<file path="config.mk">
export PLATFORM = sky130hd
export DESIGN_NAME = video_mem_arbiter
export DESIGN_NICKNAME = d
export VERILOG_FILES = /design/src/rtl/video_mem_arbiter.sv
export SDC_FILE = /design/constraint.sdc
export NUM_CORES = 1
export LEC_CHECK = 0
export ABC_AREA = 1
export BUFFER_PORTS_ARGS = -buffer_cell sky130_fd_sc_hd__buf_4
export CAP_MARGIN = 20
export CORE_ASPECT_RATIO = 0.6
export CORE_MARGIN = 2
export CORE_UTILIZATION = 40
export CTS_CLUSTER_DIAMETER = 150
export DETAILED_ROUTE_END_ITERATION = 7
export PLACE_DENSITY = 0.75
export SYNTH_ARGS = -nofsm -noshare
export SYNTH_HDL_FRONTEND = slang
export SYNTH_SLANG_ARGS = --single-unit
</file>
<file path="constraint.sdc">
create_clock -name clk -period 1.2 [get_ports clk]
set_clock_uncertainty 0.2 [all_clocks]
set_input_delay 0.18 -clock clk [delete_from_list [all_inputs] [get_ports clk]]
set_output_delay 0.18 -clock clk [all_outputs]
set_load 0.05 [all_outputs]
</file>
<file path="src/rtl/video_mem_arbiter.sv">
// Shares one single-port video memory between the display fetch path and the CPU register port.
// Optional build macro STARVE_GUARD_EN adds a wait counter that forces a CPU slot after MAX_WAIT denied cycles.
module video_mem_arbiter #(
  parameter int ADDR_W   = 10,
  parameter int DATA_W   = 8,
  parameter int MAX_WAIT = 8
) (
  input  logic              clk,
  input  logic              reset,
  input  logic              display_on,
  input  logic              disp_req,
  input  logic [ADDR_W-1:0] disp_addr,
  output logic              disp_grant,
  output logic              disp_rvalid,
  output logic [DATA_W-1:0] disp_rdata,
  input  logic              cpu_req,
  input  logic              cpu_we,
  input  logic [ADDR_W-1:0] cpu_addr,
  input  logic [DATA_W-1:0] cpu_wdata,
  output logic              cpu_ready,
  output logic [DATA_W-1:0] cpu_rdata,
  output logic              underrun,
  input  logic              clr_underrun,
  output logic              mem_en,
  output logic              mem_we,
  output logic [ADDR_W-1:0] mem_addr,
  output logic [DATA_W-1:0] mem_wdata,
  input  logic [DATA_W-1:0] mem_rdata
);

  typedef enum logic [1:0] {C_IDLE, C_WAIT, C_ISSUE, C_RESP} cpu_state_t;
  typedef enum logic [1:0] {T_NONE, T_DISP, T_CPU_RD, T_CPU_WR} tag_t;

  if (MAX_WAIT < 1) begin : g_max_wait_check
    $error("MAX_WAIT must be at least 1");
  end

  cpu_state_t            state, state_d;
  tag_t                  tag_issue, tag_resp;
  logic                  cpu_elig, cpu_win, disp_win, force_cpu;
  logic [DATA_W-1:0]     cpu_rdata_q;

`ifdef STARVE_GUARD_EN
  localparam int WAIT_W = (MAX_WAIT < 2) ? 1 : $clog2(MAX_WAIT + 1);
  logic [WAIT_W-1:0] wait_cnt;

  assign force_cpu = (state == C_WAIT) && (wait_cnt == WAIT_W'(MAX_WAIT));

  always_ff @(posedge clk) begin
    if (reset) begin
      wait_cnt <= '0;
    end else if (cpu_win) begin
      wait_cnt <= '0;
    end else if (state == C_WAIT && wait_cnt != WAIT_W'(MAX_WAIT)) begin
      wait_cnt <= wait_cnt + WAIT_W'(1);
    end
  end
`else
  assign force_cpu = 1'b0;
`endif

  // Grants are masked during reset so a held request cannot leak through the combinational path.
  always_comb begin
    // NOTE: every always_comb output gets a default first so no path leaves it unassigned (no latch).
    state_d  = state;
    cpu_elig = cpu_req && (state == C_IDLE || state == C_WAIT);
    cpu_win  = !reset && cpu_elig && (!disp_req || !display_on || force_cpu);
    disp_win = !reset && disp_req && !cpu_win;
    unique case (state)
      C_IDLE:  if (cpu_win) state_d = C_ISSUE;
               else if (cpu_req) state_d = C_WAIT;
      C_WAIT:  if (cpu_win) state_d = C_ISSUE;
               else if (!cpu_req) state_d = C_IDLE;
      C_ISSUE: state_d = C_RESP;
      C_RESP:  state_d = C_IDLE;
      default: state_d = C_IDLE;
    endcase
  end

  // NOTE: sequential state uses non-blocking assignments so every register samples pre-edge values.
  always_ff @(posedge clk) begin
    if (reset) begin
      state       <= C_IDLE;
      tag_issue   <= T_NONE;
      tag_resp    <= T_NONE;
      mem_en      <= 1'b0;
      mem_we      <= 1'b0;
      mem_addr    <= '0;
      mem_wdata   <= '0;
      underrun    <= 1'b0;
      cpu_rdata_q <= '0;
    end else begin
      state    <= state_d;
      tag_resp <= tag_issue;
      mem_en   <= disp_win || cpu_win;
      mem_we   <= cpu_win && cpu_we;
      if (disp_win) begin
        mem_addr  <= disp_addr;
        tag_issue <= T_DISP;
      end else if (cpu_win) begin
        mem_addr  <= cpu_addr;
        mem_wdata <= cpu_wdata;
        tag_issue <= cpu_we ? T_CPU_WR : T_CPU_RD;
      end else begin
        tag_issue <= T_NONE;
      end
      // A refusal in the same cycle as a clear must leave the flag set.
      if (disp_req && !disp_win) underrun <= 1'b1;
      else if (clr_underrun)     underrun <= 1'b0;
      cpu_rdata_q <= cpu_rdata;
    end
  end

  assign disp_grant  = disp_win;
  assign disp_rvalid = (tag_resp == T_DISP);
  assign disp_rdata  = disp_rvalid ? mem_rdata : '0;
  assign cpu_ready   = (state == C_RESP);
  assign cpu_rdata   = (tag_resp == T_CPU_RD) ? mem_rdata : cpu_rdata_q;

endmodule

</file>
# ---- Word level (Yosys, flattened, before mapping)
# Index checks and enable logic that the tools add are counted.
dict set report totals {
  reg_bits 35
  in_bits 43
  wordCells 54
}
dict set report classes {
  eq_ne 7
  n_mux 14
  bitwise 2
  n_reduce_logical 21
}
# cell count
set op_table {}
lappend op_table {{$mux 10} 2}
lappend op_table {{$mux 8} 2}
lappend op_table {{$mux 2} 4}
lappend op_table {{$pmux 2 s4} 1}
lappend op_table {{$logic_and 1x1->1} 7}
lappend op_table {{$eq 2x2->1 const B} 3}
lappend op_table {{$ne 3x3->1 const B} 2}
lappend op_table {{$logic_not 1->1} 5}
lappend op_table {{$mux 1} 5}
lappend op_table {{$eq 2x1->1 const B} 2}
lappend op_table {{$reduce_and 2->1} 2}
lappend op_table {{$reduce_bool 2->1} 2}
lappend op_table {{$logic_or 1x1->1} 3}
lappend op_table {{$reduce_or 3->1} 1}
lappend op_table {{$logic_not 2->1} 1}
lappend op_table {{$not 1->1} 2}

# ---- Depth between registers and ports, before layout
# Gate-level depths: netlist of run 1.
dict set report logic_depth {
  depth_word 10
  mapped_depth 8
  depth_no_buf 7
}

# ---- Least setup slack after synthesis of run 1
# Ideal clock, no wire load.
dict set report synth_path {
  path_type {register -> output}
  from {register tag_resp[0]}
  to {output port disp_rdata[0]}
  arrival_time_ns 1.994
  required_ns 0.820
  path_slack_ns -1.174
  path_stages_with_launch 5
  n_path_buf 0
  path_cell_list {dfxtp_1 -> inv_1 -> nor2_1 -> inv_1 -> nor2_1}
}
dict set report synth_between {
  elab_chain_len 2
}
# item line_no
set synth_rtl {}
lappend synth_rtl {{start, declared} 39} ;# tag_t tag_issue, tag_resp;
lappend synth_rtl {{start signal, assigned} 94} ;# tag_resp <= tag_issue;
lappend synth_rtl {{$eq 2x1->1} 115} ;# assign disp_rvalid = (tag_resp == T_DISP);
lappend synth_rtl {{named net disp_rvalid} 14} ;# output logic disp_rvalid,
lappend synth_rtl {{$mux 8} 116} ;# assign disp_rdata = disp_rvalid ? mem_rdata : '0;
lappend synth_rtl {{end, declared} 15} ;# output logic [DATA_W-1:0] disp_rdata,
# The timed path passes the listed nets, and every way through them passes these cells.

# ---- Worst setup path in the final report of run 1
dict set report layout_path {
  from {register tag_resp[0]}
  to {output port disp_rdata[6]}
}
dict set report layout_between {
  elab_chain_len 2
}
# item line_no
set layout_rtl {}
lappend layout_rtl {{$eq 2x1->1} 115}
lappend layout_rtl {{$mux 8} 116}
# Every way passes these cells.

==> results of run 1 <==
cells in the final DEF (no fill, tap or decap), drive strengths merged:
cell type | Yosys | routed
bufinv | 0 | 1
or2 | 1 | 1
clkinv | 0 | 2
a31oi | 6 | 6
nand4 | 1 | 1
clkinvlp | 0 | 2
dlygate4sd3 | 0 | 21
dfxtp | 35 | 35
o22ai | 1 | 1
inv | 57 | 55
clkbuf | 2 | 6
o211ai | 1 | 1
nor2 | 26 | 26
nand3 | 6 | 7
buf | 7 | 113
nand2 | 58 | 58
a21oi | 11 | 11
o21ai | 17 | 17
power by group through the flow:
stage / combinational [mW] / clock, mW / sequential [mW]
after CTS: 1.16 / 1.11 / 1.29
final: 1.32 / 1.14 / 1.30
after global placement: 0.920 / 0 / 1.30
after floorplan: 0.416 / 0 / 1.47
after global routing: 1.38 / 1.19 / 1.30
after detailed placement: 0.931 / 0 / 1.30
routing by layer:
layer / routed length (um) / part of all wire
met3: 639 / 0.084
met1: 2860 / 0.38
met2: 3710 / 0.49
met4: 357 / 0.047
met5: 0 / 0
area by class of cell:
cell class / count / area (sq um) / area share
Timing Repair Buffer: 134 / 1350 / 0.389
Multi-Input combinational cell: 129 / 968 / 0.279
Sequential cell: 35 / 741 / 0.213
Inverter: 57 / 231 / 0.0666
Clock buffer: 6 / 82.6 / 0.0237
Tap cell: 47 / 58.8 / 0.0169
Clock inverter: 2 / 35.0 / 0.0101
Timing Repair inverter: 1 / 8.76 / 0.00252
metrics by stage:
step           utilization  std cells
2_1_floorplan            -        229
3_3_place_gp         0.659        370
3_5_place_dp         0.659        370
4_1_cts              0.856        404
5_1_grt              0.929        411
6_report             0.929        411
state kept, by name, indices dropped and copies added (netlist names), 2 cells and up:
name         flops
mem_addr        10
state            2
tag_issue        2
mem_wdata        8
tag_resp         2
cpu_rdata_q      8
worst reg2reg max path, stage by stage (launching register included):
cell and delay [ns]:
sky130_fd_sc_hd__dfxtp_2 0.34, sky130_fd_sc_hd__buf_6 0.12, sky130_fd_sc_hd__nor2_4 0.15, sky130_fd_sc_hd__nand3_4 0.21
sky130_fd_sc_hd__buf_6 0.21, sky130_fd_sc_hd__nand3_2 0.06, sky130_fd_sc_hd__nand2_1 0.08, sky130_fd_sc_hd__a21oi_2 0.11
logic make-up (layout without fill, tap and decap cells):
kind of cell,count (synthesis),after routing
simple gates,92,93
buf+inv,66,200
compound gates,36,36
flops,35,35
worst min-delay path by stage:
stage	start	end	slack (ns)	cells after the start
2_1_floorplan	clr_underrun	underrun	0.09	1
3_3_place_gp	clr_underrun	underrun	0.18	2
3_5_place_dp	clr_underrun	underrun	0.19	2
4_1_cts	mem_rdata[7]	cpu_rdata_q[7]	-0.04	3
5_1_grt	mem_rdata[3]	cpu_rdata_q[3]	-0.02	3
6_report	mem_rdata[3]	cpu_rdata_q[3]	-0.02	3
timing repair:
action,CTS,global route
endpoints found under the setup margin,60,63
gates resized for setup,109,66
hold endpoints to repair,23,3
buffers inserted,3,9
pin swaps,12,18
gates cloned,2,0
==> parameters.txt, run 1 <==
Parameter                              Value

Placement
  Post-placement cell area ... 2470 sq um
  Setup slack at placement ... -0.235 ns
  Final Wtd Congestion ... 0.751
  Half-perimeter wire length after placement ... 3.35 mm
  Port Buf Inserts ... 82

Final layout
  Post-route cell area ... 3480 sq um
  Count of nets after finishing ... 406
  Area growth from synthesis to layout ... 119%
  Proportion of layout cells with a drive suffix above 1 ... 0.637
  Diode count ... 0
  Fillcell total ... 117

GRT
  Global-route layer with the greatest usage ... met2
  Vias in the first global route ... 2,074
  Residual overflow from global routing ... 0
  Met1 track demand over resource in global routing ... 0.333
  Largest net degree at the start of global routing ... 18
  Global-route wire length before repair ... 9.76 mm
  GR Layer Usage met3 ... 0.0693
  Met2 demand-to-capacity share in global routing ... 0.520
  Antenna violations before repair ... 0
  Total Routing Usage GR ... 0.288

Timing
  Fin. Hold Viols ... 3
  Slew @ Worst Pin ... 0.382 ns
  Final count of pins violating max slew ... 0
  RSZ-0062 raised after global routing ... true
  Final setup slack of the worst path ... -0.516 ns
  FMAX ... 0.583 GHz
  Worst max-slew margin expressed relative to the limit ... 0.743
  Final TNS setup ... -14.78 ns
  Worst hold slack ... -0.0242 ns
  Time the worst path needs with I/O delays and setup ... 1.72 ns
  Period utilisation layout ... 1.43
  Number of setup violations in the final report ... 47

Setup path
  Worst path cell trace ... inv_2 -> nor2_4 -> clkinvlp_4 -> buf_12 -> nor2_4 -> buf_8
  Worst setup EP type ... primary output
  FF-to-FF End ... mem_addr[6]
  Kind of start point of the critical path ... flop
  Arrival time at the worst endpoint ... 1.34 ns
  Cell count of the worst reg-to-reg path ... 7
  Startpoint-to-endpoint class of the critical path ... flop to primary output
  Master of the slowest instance on the critical path ... sky130_fd_sc_hd__dfxtp_2
  CP Depth ... 6
  Top cell by count, worst path ... sky130_fd_sc_hd__nor2_4
  Register-to-register path setup slack ... -0.35 ns
  Data required, critical path ... 0.82 ns
  Endpoint of the worst setup timing path ... disp_rdata[6]
  Top delay family on crit path ... buffers and inverters
  Maximum fanout encountered on the critical timing path ... 8
  Startpoint of the worst setup timing path ... tag_resp[0]
  Slowest stage delay, CP ... 0.34 ns
  Combined buffer and inverter count along the critical path ... 4
  Reg2reg start ... state[1]

Logic synthesis
  Basic-gate share of the synthesized area counting and, or, nand and nor cells ... 0.251
  Library cell with the largest summed area after synthesis ... sky130_fd_sc_hd__dfxtp_1
  Share of synthesized cell area in full adder, half adder and majority cells ... 0
  Synthesized net count ... 272
  Synth area leaders ... sky130_fd_sc_hd__dfxtp_1 (44%), sky130_fd_sc_hd__nand2_1 (13%), sky130_fd_sc_hd__inv_1 (12%), sky130_fd_sc_hd__nor2_1 (5.7%), sky130_fd_sc_hd__o21ai_0 (3.5%)
  XOR/XNOR share of the synthesized area ... 0
  Synth unique cells ... 24
  Syn_area_per_cell ... 6.93 sq um
  Post-synthesis mux area share ... 0
  Post-synth top cells ... sky130_fd_sc_hd__nand2_1 (57), sky130_fd_sc_hd__inv_1 (52), sky130_fd_sc_hd__dfxtp_1 (35)
  Cell with the most instances after synthesis ... sky130_fd_sc_hd__nand2_1
  Combined area of all synthesized cells ... 1590 sq um
  Number of instances in the synthesized netlist ... 229
  Fraction of synthesized cell area taken by the top area cell type ... 0.441
  Sequential fraction of the synthesis area ... 0.441
  Yosys Warn Count ... 0
  Count of flip-flops with a built-in enable after synthesis ... 0
  Register bit count reported by yosys ... 35
  Most used flip-flop cell after synthesis ... sky130_fd_sc_hd__dfxtp_1
  Compound-cell area share of the yosys netlist ... 0.128
  Combinational family with the most area after synthesis ... simple AND/OR/NAND/NOR gates
  Ys async rst share ... 0

Die
  Starting density of the core ... 0.424
  Num rows ... 17
  Width of the die ... 85.3 um
  Die Y ... 52.8 um
  Count of boundary I/O pins ... 83
  Area enclosed by the die boundary ... 4510 sq um
  Std-Cell Core Area ... 3740 sq um

Pwr
  Switching power summed over all nets ... 1.29 mW
  Pleak ... 1.71 nW
  Gate power share ... 0.352
  Power per cell area ... 1080 nW/um^2
  Internal power consumption ... 2.47 mW
  Peak ir drop on the vdd network ... 0.000941 V
  Clock Power Share ... 0.303
  Overall power after layout ... 3.77 mW
  Sw Share ... 0.344
  Sequential fraction of design power ... 0.345

Worst hold path
  Hold Path Class ... input pin to flop

Drt
  Number of DRC markers after the initial detailed-route iteration ... 134
  Number of iterations in the first detailed-routing pass ... 4
  Final wirelength ... 7.57 mm
  Antenna Nets Post-Route ... 0
  Overall via count from detail_route ... 2,190
  Average routed wire per standard cell ... 18.4 um
  DRC violation count after routing ... 0
  Post-detailed-route via-to-cell ratio ... 5.33

Clocking
  Clk Tree Root Cell ... sky130_fd_sc_hd__clkbuf_8
  Depth of the CTS H-tree ... 2
  Total clock buffers created by CTS ... 5
  Clock tree from TritonCTS ... built
  CTS Sinks ... 35
  Source-to-sink clock delay at the later pin of the worst-skew pair ... 0.29 ns
  Bufs on Longest Clock Path ... 2
  Clock slew at the register clock pins of the worst setup and hold paths ... 0.07 ns
  Post-CTS Hold Buffers ... 21

Outcome
  Violated checks ... negative hold slack, negative setup slack
  Result of the run ... finished, violations left

Job
  Max-capacitance violation count ... 0
Power figures use the tool's default switching activity.
==> run 2, diff against run 1 <==
--- a/config.mk
+++ b/config.mk
@@ -6,7 +6,7 @@
 export NUM_CORES = 1
 export LEC_CHECK = 0
 export ABC_AREA = 1
-export BUFFER_PORTS_ARGS = -buffer_cell sky130_fd_sc_hd__buf_4
+export BUFFER_PORTS_ARGS = -buffer_cell sky130_fd_sc_hd__clkbuf_2
 export CAP_MARGIN = 20
 export CORE_ASPECT_RATIO = 0.6
 export CORE_MARGIN = 2
==> parameters.txt, run 2 (same netlist as run 1, synthesis figures left out) <==
Parameter                              Value

Final layout
  Area growth from synthesis to layout ... 128% (was 119%)
  Multi-input gate area ... 983 sq um (was 968 sq um)
  Most frequent standard cell in the layout excluding fill and tap cells ... sky130_fd_sc_hd__clkbuf_2 (was sky130_fd_sc_hd__buf_4)
  Diode count ... 0 (unchanged)
  Sequential cell area ... 742 sq um (was 741 sq um)
  Register bank with the most flops ... mem_addr (unchanged)
  Leading cell types in the layout, fill and taps excluded ... sky130_fd_sc_hd__clkbuf_2 (42), sky130_fd_sc_hd__inv_1 (40), sky130_fd_sc_hd__buf_8 (32), sky130_fd_sc_hd__nand2_1 (26), sky130_fd_sc_hd__dlygate4sd3_1 (23) (was sky130_fd_sc_hd__buf_4 (62), sky130_fd_sc_hd__inv_1 (40), sky130_fd_sc_hd__nand2_1 (30), sky130_fd_sc_hd__buf_6 (28), sky130_fd_sc_hd__dlygate4sd3_1 (21))
  Proportion of layout cells with a drive suffix above 1 ... 0.661 (was 0.637)
  Finished Core Util ... 0.967 (was 0.929)
  Max FFs per register ... 10 (unchanged)
  Largest regs ... mem_addr (10), cpu_rdata_q (8), mem_wdata (8) (unchanged)
  Count of nets after finishing ... 411 (was 406)
  Fillcell total ... 70 (was 117)

Clocking
  Clk Tree Root Cell ... sky130_fd_sc_hd__clkbuf_8 (unchanged)
  Depth of the CTS H-tree ... 2 (unchanged)
  Source-to-sink clock delay at the later pin of the worst-skew pair ... 0.31 ns (was 0.29 ns)
  Clock tree from TritonCTS ... built (unchanged)
  Bufs on Longest Clock Path ... 2 (unchanged)
  Clock slew at the register clock pins of the worst setup and hold paths ... 0.08 ns (was 0.07 ns)
  Total clock buffers created by CTS ... 5 (unchanged)
  CTS Sinks ... 35 (unchanged)

Setup path
  Register-to-register path setup slack ... -0.49 ns (was -0.35 ns)
  Reg2reg start ... state[1] (unchanged)
  Startpoint-to-endpoint class of the critical path ... flop to primary output (unchanged)
  Data required, critical path ... 0.82 ns (about the same)
  Arrival time at the worst endpoint ... 1.39 ns (was 1.34 ns)
  FF-to-FF End ... mem_addr[9] (was mem_addr[6])
  Kind of start point of the critical path ... flop (unchanged)
  Maximum fanout encountered on the critical timing path ... 8 (unchanged)
  Worst setup EP type ... primary output (unchanged)
  Cell count of the worst reg-to-reg path ... 8 (was 7)

GRT
  Vias in the first global route ... 2,079 (was 2,074)
  Residual overflow from global routing ... 0 (unchanged)
  Global-route wire length before repair ... 9.71 mm (was 9.76 mm)
  GR Layer Usage met3 ... 0.0646 (was 0.0693)
  Largest net degree at the start of global routing ... 19 (was 18)
  Antenna violations before repair ... 0 (unchanged)
  Total Routing Usage GR ... 0.284 (was 0.288)
  Global-route layer with the greatest usage ... met2 (unchanged)
  Met2 demand-to-capacity share in global routing ... 0.517 (was 0.520)
  Met1 track demand over resource in global routing ... 0.321 (was 0.333)

Drt
  Post-detailed-route via-to-cell ratio ... 5.54 (was 5.33)
  Final wirelength ... 8.81 mm (was 7.57 mm)
  Number of DRC markers after the initial detailed-route iteration ... 123 (was 134)
  Average routed wire per standard cell ... 21.2 um (was 18.4 um)
  Overall via count from detail_route ... 2,304 (was 2,190)
  Antenna Nets Post-Route ... 0 (unchanged)
  Number of iterations in the first detailed-routing pass ... 5 (was 4)
  DRC violation count after routing ... 0 (unchanged)

Worst hold path
  Hold Startpoint ... mem_rdata[7] (was mem_rdata[3])
  Hold Path Class ... input pin to flop (unchanged)
  WHS Path Cells ... 3 (unchanged)
  Endpoint of the worst hold-timing path ... cpu_rdata_q[7] (was cpu_rdata_q[3])

Die
  Num rows ... 17 (unchanged)
  Count of boundary I/O pins ... 83 (unchanged)
  Die Y ... 52.8 um (unchanged)
  Width of the die ... 85.3 um (unchanged)
  Starting density of the core ... 0.424 (unchanged)
  Area enclosed by the die boundary ... 4510 sq um (unchanged)
  Std-Cell Core Area ... 3740 sq um (unchanged)

Timing
  Worst max-slew margin expressed relative to the limit ... 0.770 (was 0.743)
  Number of setup violations in the final report ... 58 (was 47)
  Fin. Hold Viols ... 0 (was 3)
  FMAX ... 0.564 GHz (was 0.583 GHz)
  Period utilisation layout ... 1.48 (was 1.43)
  RSZ-0062 raised after global routing ... true (unchanged)
  Final count of pins violating max slew ... 0 (unchanged)
  Time the worst path needs with I/O delays and setup ... 1.77 ns (was 1.72 ns)
  Slew @ Worst Pin ... 0.345 ns (was 0.382 ns)
  Final setup slack of the worst path ... -0.573 ns (was -0.516 ns)

Outcome
  Result of the run ... finished, violations left (unchanged)
  Violated checks ... negative setup slack (was negative hold slack, negative setup slack)

Placement
  Final Wtd Congestion ... 0.806 (was 0.751)
  Port Buf Inserts ... 82 (unchanged)
  Half-perimeter wire length after placement ... 3.12 mm (was 3.35 mm)

Pwr
  Pleak ... 1.76 nW (was 1.71 nW)
  Power per cell area ... 1080 nW/um^2 (about the same)
  Peak ir drop on the vdd network ... 0.00121 V (was 0.000941 V)
  Overall power after layout ... 3.90 mW (was 3.77 mW)

Job
  Max-capacitance violation count ... 0 (unchanged)
[run 2: cell types whose count changed in the layout (fill, tap and decap cells not counted), moves of 2 or more]
cell	delta
sky130_fd_sc_hd__nor2_2	+4
sky130_fd_sc_hd__nor2_1	-3
sky130_fd_sc_hd__buf_6	-16
sky130_fd_sc_hd__clkbuf_2	+42
sky130_fd_sc_hd__nand2_2	+3
sky130_fd_sc_hd__buf_8	+12
sky130_fd_sc_hd__buf_4	-45
sky130_fd_sc_hd__clkbuf_16	+7
sky130_fd_sc_hd__clkbuf_8	+2
sky130_fd_sc_hd__nand2_1	-4
sky130_fd_sc_hd__nand2_4	+2
sky130_fd_sc_hd__dlygate4sd3_1	+2
[run 2: stage by stage]
step | cell area, sq um | hold slack, ns | setup TNS [ns] | cells | worst slack, ns
2_1_floorplan | 1690 | 0.0938 | -6.73 | 229 | -0.613
3_3_place_gp | 2270 | 0.185 | -6.65 | 370 | -0.273
3_5_place_dp | 2270 | 0.188 | -7.25 | 370 | -0.319
4_1_cts | 3350 | -0.0246 | -12.55 | 407 | -0.514
5_1_grt | 3620 | 0.0149 | -17.60 | 416 | -0.582
6_report | 3620 | 0.00787 | -16.33 | 416 | -0.573
[run 2: final cells by class]
class / instances / area share
Tap cell: 47 / 0.0163
Clock inverter: 2 / 0.00968
Sequential cell: 35 / 0.205
Clock buffer: 6 / 0.0228
Timing Repair Buffer: 139 / 0.407
Timing Repair inverter: 1 / 0.00242
Multi-Input combinational cell: 129 / 0.272
Inverter: 57 / 0.0647
[run 2: critical path, stage by stage (launching register included)]
cell and delay, ns:
sky130_fd_sc_hd__dfxtp_2 0.35, sky130_fd_sc_hd__inv_4 0.05, sky130_fd_sc_hd__nor2_4 0.13, sky130_fd_sc_hd__clkinvlp_4 0.12, sky130_fd_sc_hd__buf_12 0.16, sky130_fd_sc_hd__nor2_4 0.12, sky130_fd_sc_hd__buf_8 0.15
[run 2: what timing repair did]
| action | in CTS | in global routing |
|---|---|---|
| cloned | 2 | 1 |
| resized for setup | 162 | 87 |
| pin swaps | 12 | 20 |
| endpoints found under the setup margin | 68 | 69 |
| endpoints found under the hold margin | 19 | 0 |
| hold buffers | 23 | 0 |
| setup buffers | 6 | 11 |
[run 2: where the power goes]
part | switching (mW) | leakage, nW | internal, mW | total [mW]
sequential | 0.0711 | 0.297 | 1.24 | 1.31
clock | 0.491 | 0.0612 | 0.673 | 1.16
combinational | 0.812 | 1.40 | 0.608 | 1.42
total | 1.37 | 1.76 | 2.52 | 3.90
[run 2: worst max path at each step]
stage	slack (ns)	from	to	cells after the start
5_1_grt	-0.58	tag_resp[0]	disp_rdata[6]	6
6_report	-0.57	tag_resp[0]	disp_rdata[6]	6
2_1_floorplan	-0.61	tag_resp[0]	disp_rdata[0]	4
3_5_place_dp	-0.32	tag_resp[0]	cpu_rdata[2]	7
3_3_place_gp	-0.27	tag_resp[0]	cpu_rdata[2]	7
4_1_cts	-0.51	tag_resp[0]	disp_rdata[2]	6
[run 2: routing by layer]
| layer | vias to the layer above | part of all wire |
|---|---|---|
| met5 | - | 0 |
| met4 | 0 | 0.052 |
| met2 | 196 | 0.50 |
| met1 | 1083 | 0.36 |
| met3 | 61 | 0.093 |
| li1 | 964 | - |
==> run 3, diff against run 2 <==
--- a/config.mk
+++ b/config.mk
@@ -14,6 +14,7 @@
 export CTS_CLUSTER_DIAMETER = 150
 export DETAILED_ROUTE_END_ITERATION = 7
 export PLACE_DENSITY = 0.75
+export RECOVER_POWER = 25
 export SYNTH_ARGS = -nofsm -noshare
 export SYNTH_HDL_FRONTEND = slang
 export SYNTH_SLANG_ARGS = --single-unit
==> parameters.txt, run 3 (same netlist as run 1, synthesis figures left out) <==
Parameter                              Value

Outcome
  Result of the run ... finished, violations left (unchanged)
  Violated checks ... negative setup slack (unchanged)

Final layout
  Fillcell total ... 72 (was 70)
  Area growth from synthesis to layout ... 128% (about the same)
  Leading cell types in the layout, fill and taps excluded ... sky130_fd_sc_hd__clkbuf_2 (42), sky130_fd_sc_hd__inv_1 (40), sky130_fd_sc_hd__buf_8 (32), sky130_fd_sc_hd__nand2_1 (26), sky130_fd_sc_hd__dlygate4sd3_1 (23) (unchanged)
  Multi-input gate area ... 983 sq um (unchanged)
  Post-route cell area ... 3610 sq um (was 3620 sq um)
  Register bank with the most flops ... mem_addr (unchanged)
  Largest regs ... mem_addr (10), cpu_rdata_q (8), mem_wdata (8) (unchanged)
  Most frequent standard cell in the layout excluding fill and tap cells ... sky130_fd_sc_hd__clkbuf_2 (unchanged)
  Count of nets after finishing ... 411 (unchanged)
  Max FFs per register ... 10 (unchanged)
  Sequential cell area ... 739 sq um (was 742 sq um)
  Finished Core Util ... 0.965 (was 0.967)
  Diode count ... 0 (unchanged)
  Proportion of layout cells with a drive suffix above 1 ... 0.659 (was 0.661)
  Fin cells ... 416 (unchanged)

Timing
  FMAX ... 0.562 GHz (was 0.564 GHz)
  Fin. Hold Viols ... 0 (unchanged)
  Final setup slack of the worst path ... -0.579 ns (was -0.573 ns)
  Slew @ Worst Pin ... 0.557 ns (was 0.345 ns)
  Worst max-slew margin expressed relative to the limit ... 0.629 (was 0.770)
  Final count of pins violating max slew ... 0 (unchanged)
  Worst hold slack ... 0.000736 ns (was 0.00787 ns)
  Number of setup violations in the final report ... 58 (unchanged)
  Period utilisation layout ... 1.48 (about the same)
  Time the worst path needs with I/O delays and setup ... 1.78 ns (was 1.77 ns)
  RSZ-0062 raised after global routing ... true (unchanged)

Drt
  Final wirelength ... 8.76 mm (was 8.81 mm)
  Overall via count from detail_route ... 2,273 (was 2,304)
  Number of DRC markers after the initial detailed-route iteration ... 116 (was 123)
  Number of iterations in the first detailed-routing pass ... 4 (was 5)
  Antenna Nets Post-Route ... 0 (unchanged)
  DRC violation count after routing ... 0 (unchanged)
  Average routed wire per standard cell ... 21.1 um (was 21.2 um)
  Post-detailed-route via-to-cell ratio ... 5.46 (was 5.54)

Pwr
  Power per cell area ... 1080 nW/um^2 (about the same)
  Pleak ... 1.76 nW (about the same)
  Peak ir drop on the vdd network ... 0.00121 V (about the same)
  Overall power after layout ... 3.90 mW (about the same)

Setup path
  Worst path cell trace ... inv_4 -> nor2_4 -> clkinvlp_4 -> buf_12 -> nor2_4 -> buf_8 (unchanged)
  Maximum fanout encountered on the critical timing path ... 8 (unchanged)
  Master of the slowest instance on the critical path ... sky130_fd_sc_hd__dfxtp_2 (unchanged)
  Top cell by count, worst path ... sky130_fd_sc_hd__nor2_4 (unchanged)
  Kind of start point of the critical path ... flop (unchanged)
  Slowest stage delay, CP ... 0.35 ns (about the same)
  Startpoint-to-endpoint class of the critical path ... flop to primary output (unchanged)
  Worst setup EP type ... primary output (unchanged)
  Data required, critical path ... 0.82 ns (about the same)
  Arrival time at the worst endpoint ... 1.40 ns (was 1.39 ns)

Clocking
  Clk Tree Root Cell ... sky130_fd_sc_hd__clkbuf_8 (unchanged)
  CTS Sinks ... 35 (unchanged)
  Total clock buffers created by CTS ... 5 (unchanged)
  Depth of the CTS H-tree ... 2 (unchanged)
  Source-to-sink clock delay at the later pin of the worst-skew pair ... 0.31 ns (about the same)
  Bufs on Longest Clock Path ... 2 (unchanged)
  Clock tree from TritonCTS ... built (unchanged)
  Clock slew at the register clock pins of the worst setup and hold paths ... 0.08 ns (about the same)

Die
  Num rows ... 17 (unchanged)
  Std-Cell Core Area ... 3740 sq um (unchanged)
  Starting density of the core ... 0.424 (unchanged)
  Die Y ... 52.8 um (unchanged)
  Area enclosed by the die boundary ... 4510 sq um (unchanged)
  Count of boundary I/O pins ... 83 (unchanged)
  Width of the die ... 85.3 um (unchanged)

GRT
  Total Routing Usage GR ... 0.284 (unchanged)
  Residual overflow from global routing ... 0 (unchanged)
  Global-route wire length before repair ... 9.71 mm (unchanged)
  Antenna violations before repair ... 0 (unchanged)
  Largest net degree at the start of global routing ... 19 (unchanged)
  Vias in the first global route ... 2,079 (unchanged)

Worst hold path
  Hold Path Class ... input pin to flop (unchanged)

Job
  Max-capacitance violation count ... 0 (unchanged)

Placement
  Port Buf Inserts ... 82 (unchanged)
  Post-placement cell area ... 2270 sq um (unchanged)
  Half-perimeter wire length after placement ... 3.12 mm (unchanged)
  Final Wtd Congestion ... 0.806 (unchanged)
  Count of placed standard cells including taps ... 370 (unchanged)
==> run 3: cell count changes in the layout (fill, tap and decap cells not counted), sizes merged <==
cell,delta
buf,-1
clkbuf,+1
==> run 3: worst paths after layout <==
kind | start | endpoint | slack [ns] | depth (start not counted)
max | tag_resp[0] | disp_rdata[6] | -0.58 | 6
min | mem_rdata[7] | cpu_rdata_q[7] | 0.0007 | 3
max reg2reg | state[1] | mem_addr[9] | -0.46 | 8
min reg2reg | tag_issue[0] | tag_resp[0] | 0.26 | 2
==> run 3: report_power, final <==
part,internal (mW),switching [mW]
combinational,0.606,0.810
clock,0.673,0.494
sequential,1.24,0.0705
==> run 3: per-layer routing <==
layer,global-route usage,vias up,share of wire,wire length (um)
li1,-,964,-,-
met1,0.321,1082,0.37,3220
met2,0.517,171,0.50,4400
met3,0.0646,56,0.077,677
met4,0.132,0,0.053,468
met5,0,-,0,0
==> run 3: through the flow <==
| stage | TNS (ns) | setup slack, ns |
|---|---|---|
| after floorplan | -6.73 | -0.613 |
| after global placement | -6.65 | -0.273 |
| after detailed placement | -7.25 | -0.319 |
| after CTS | -12.55 | -0.514 |
| after global routing | -17.46 | -0.582 |
| final | -16.31 | -0.579 |
==> run 3: final cells by class <==
type,count,share of cell area
tap,47,0.0163
clock inverter,2,0.00970
inverter,57,0.0648
clock buffer,6,0.0229
timing repair buffer,139,0.407
multi-input combinational,129,0.272
timing repair inverter,1,0.00242
sequential,35,0.205
==> run 3: worst max-delay path: cells and delay by family, from the launching register on <==
| family | cells | cell delay, ns |
|---|---|---|
| buffers and inverters | 4 | 0.48 |
| flip-flops | 1 | 0.35 |
| AND/OR/NAND/NOR | 2 | 0.25 |
==> run 3: timing repair <==
item / CTS / global route
pin swaps: 12 / 20
cloned: 2 / 1
setup endpoints to repair: 68 / 69
hold endpoints to repair: 19 / 0
buffers inserted: 6 / 11
hold buffers: 23 / 0
gates resized for setup: 162 / 87
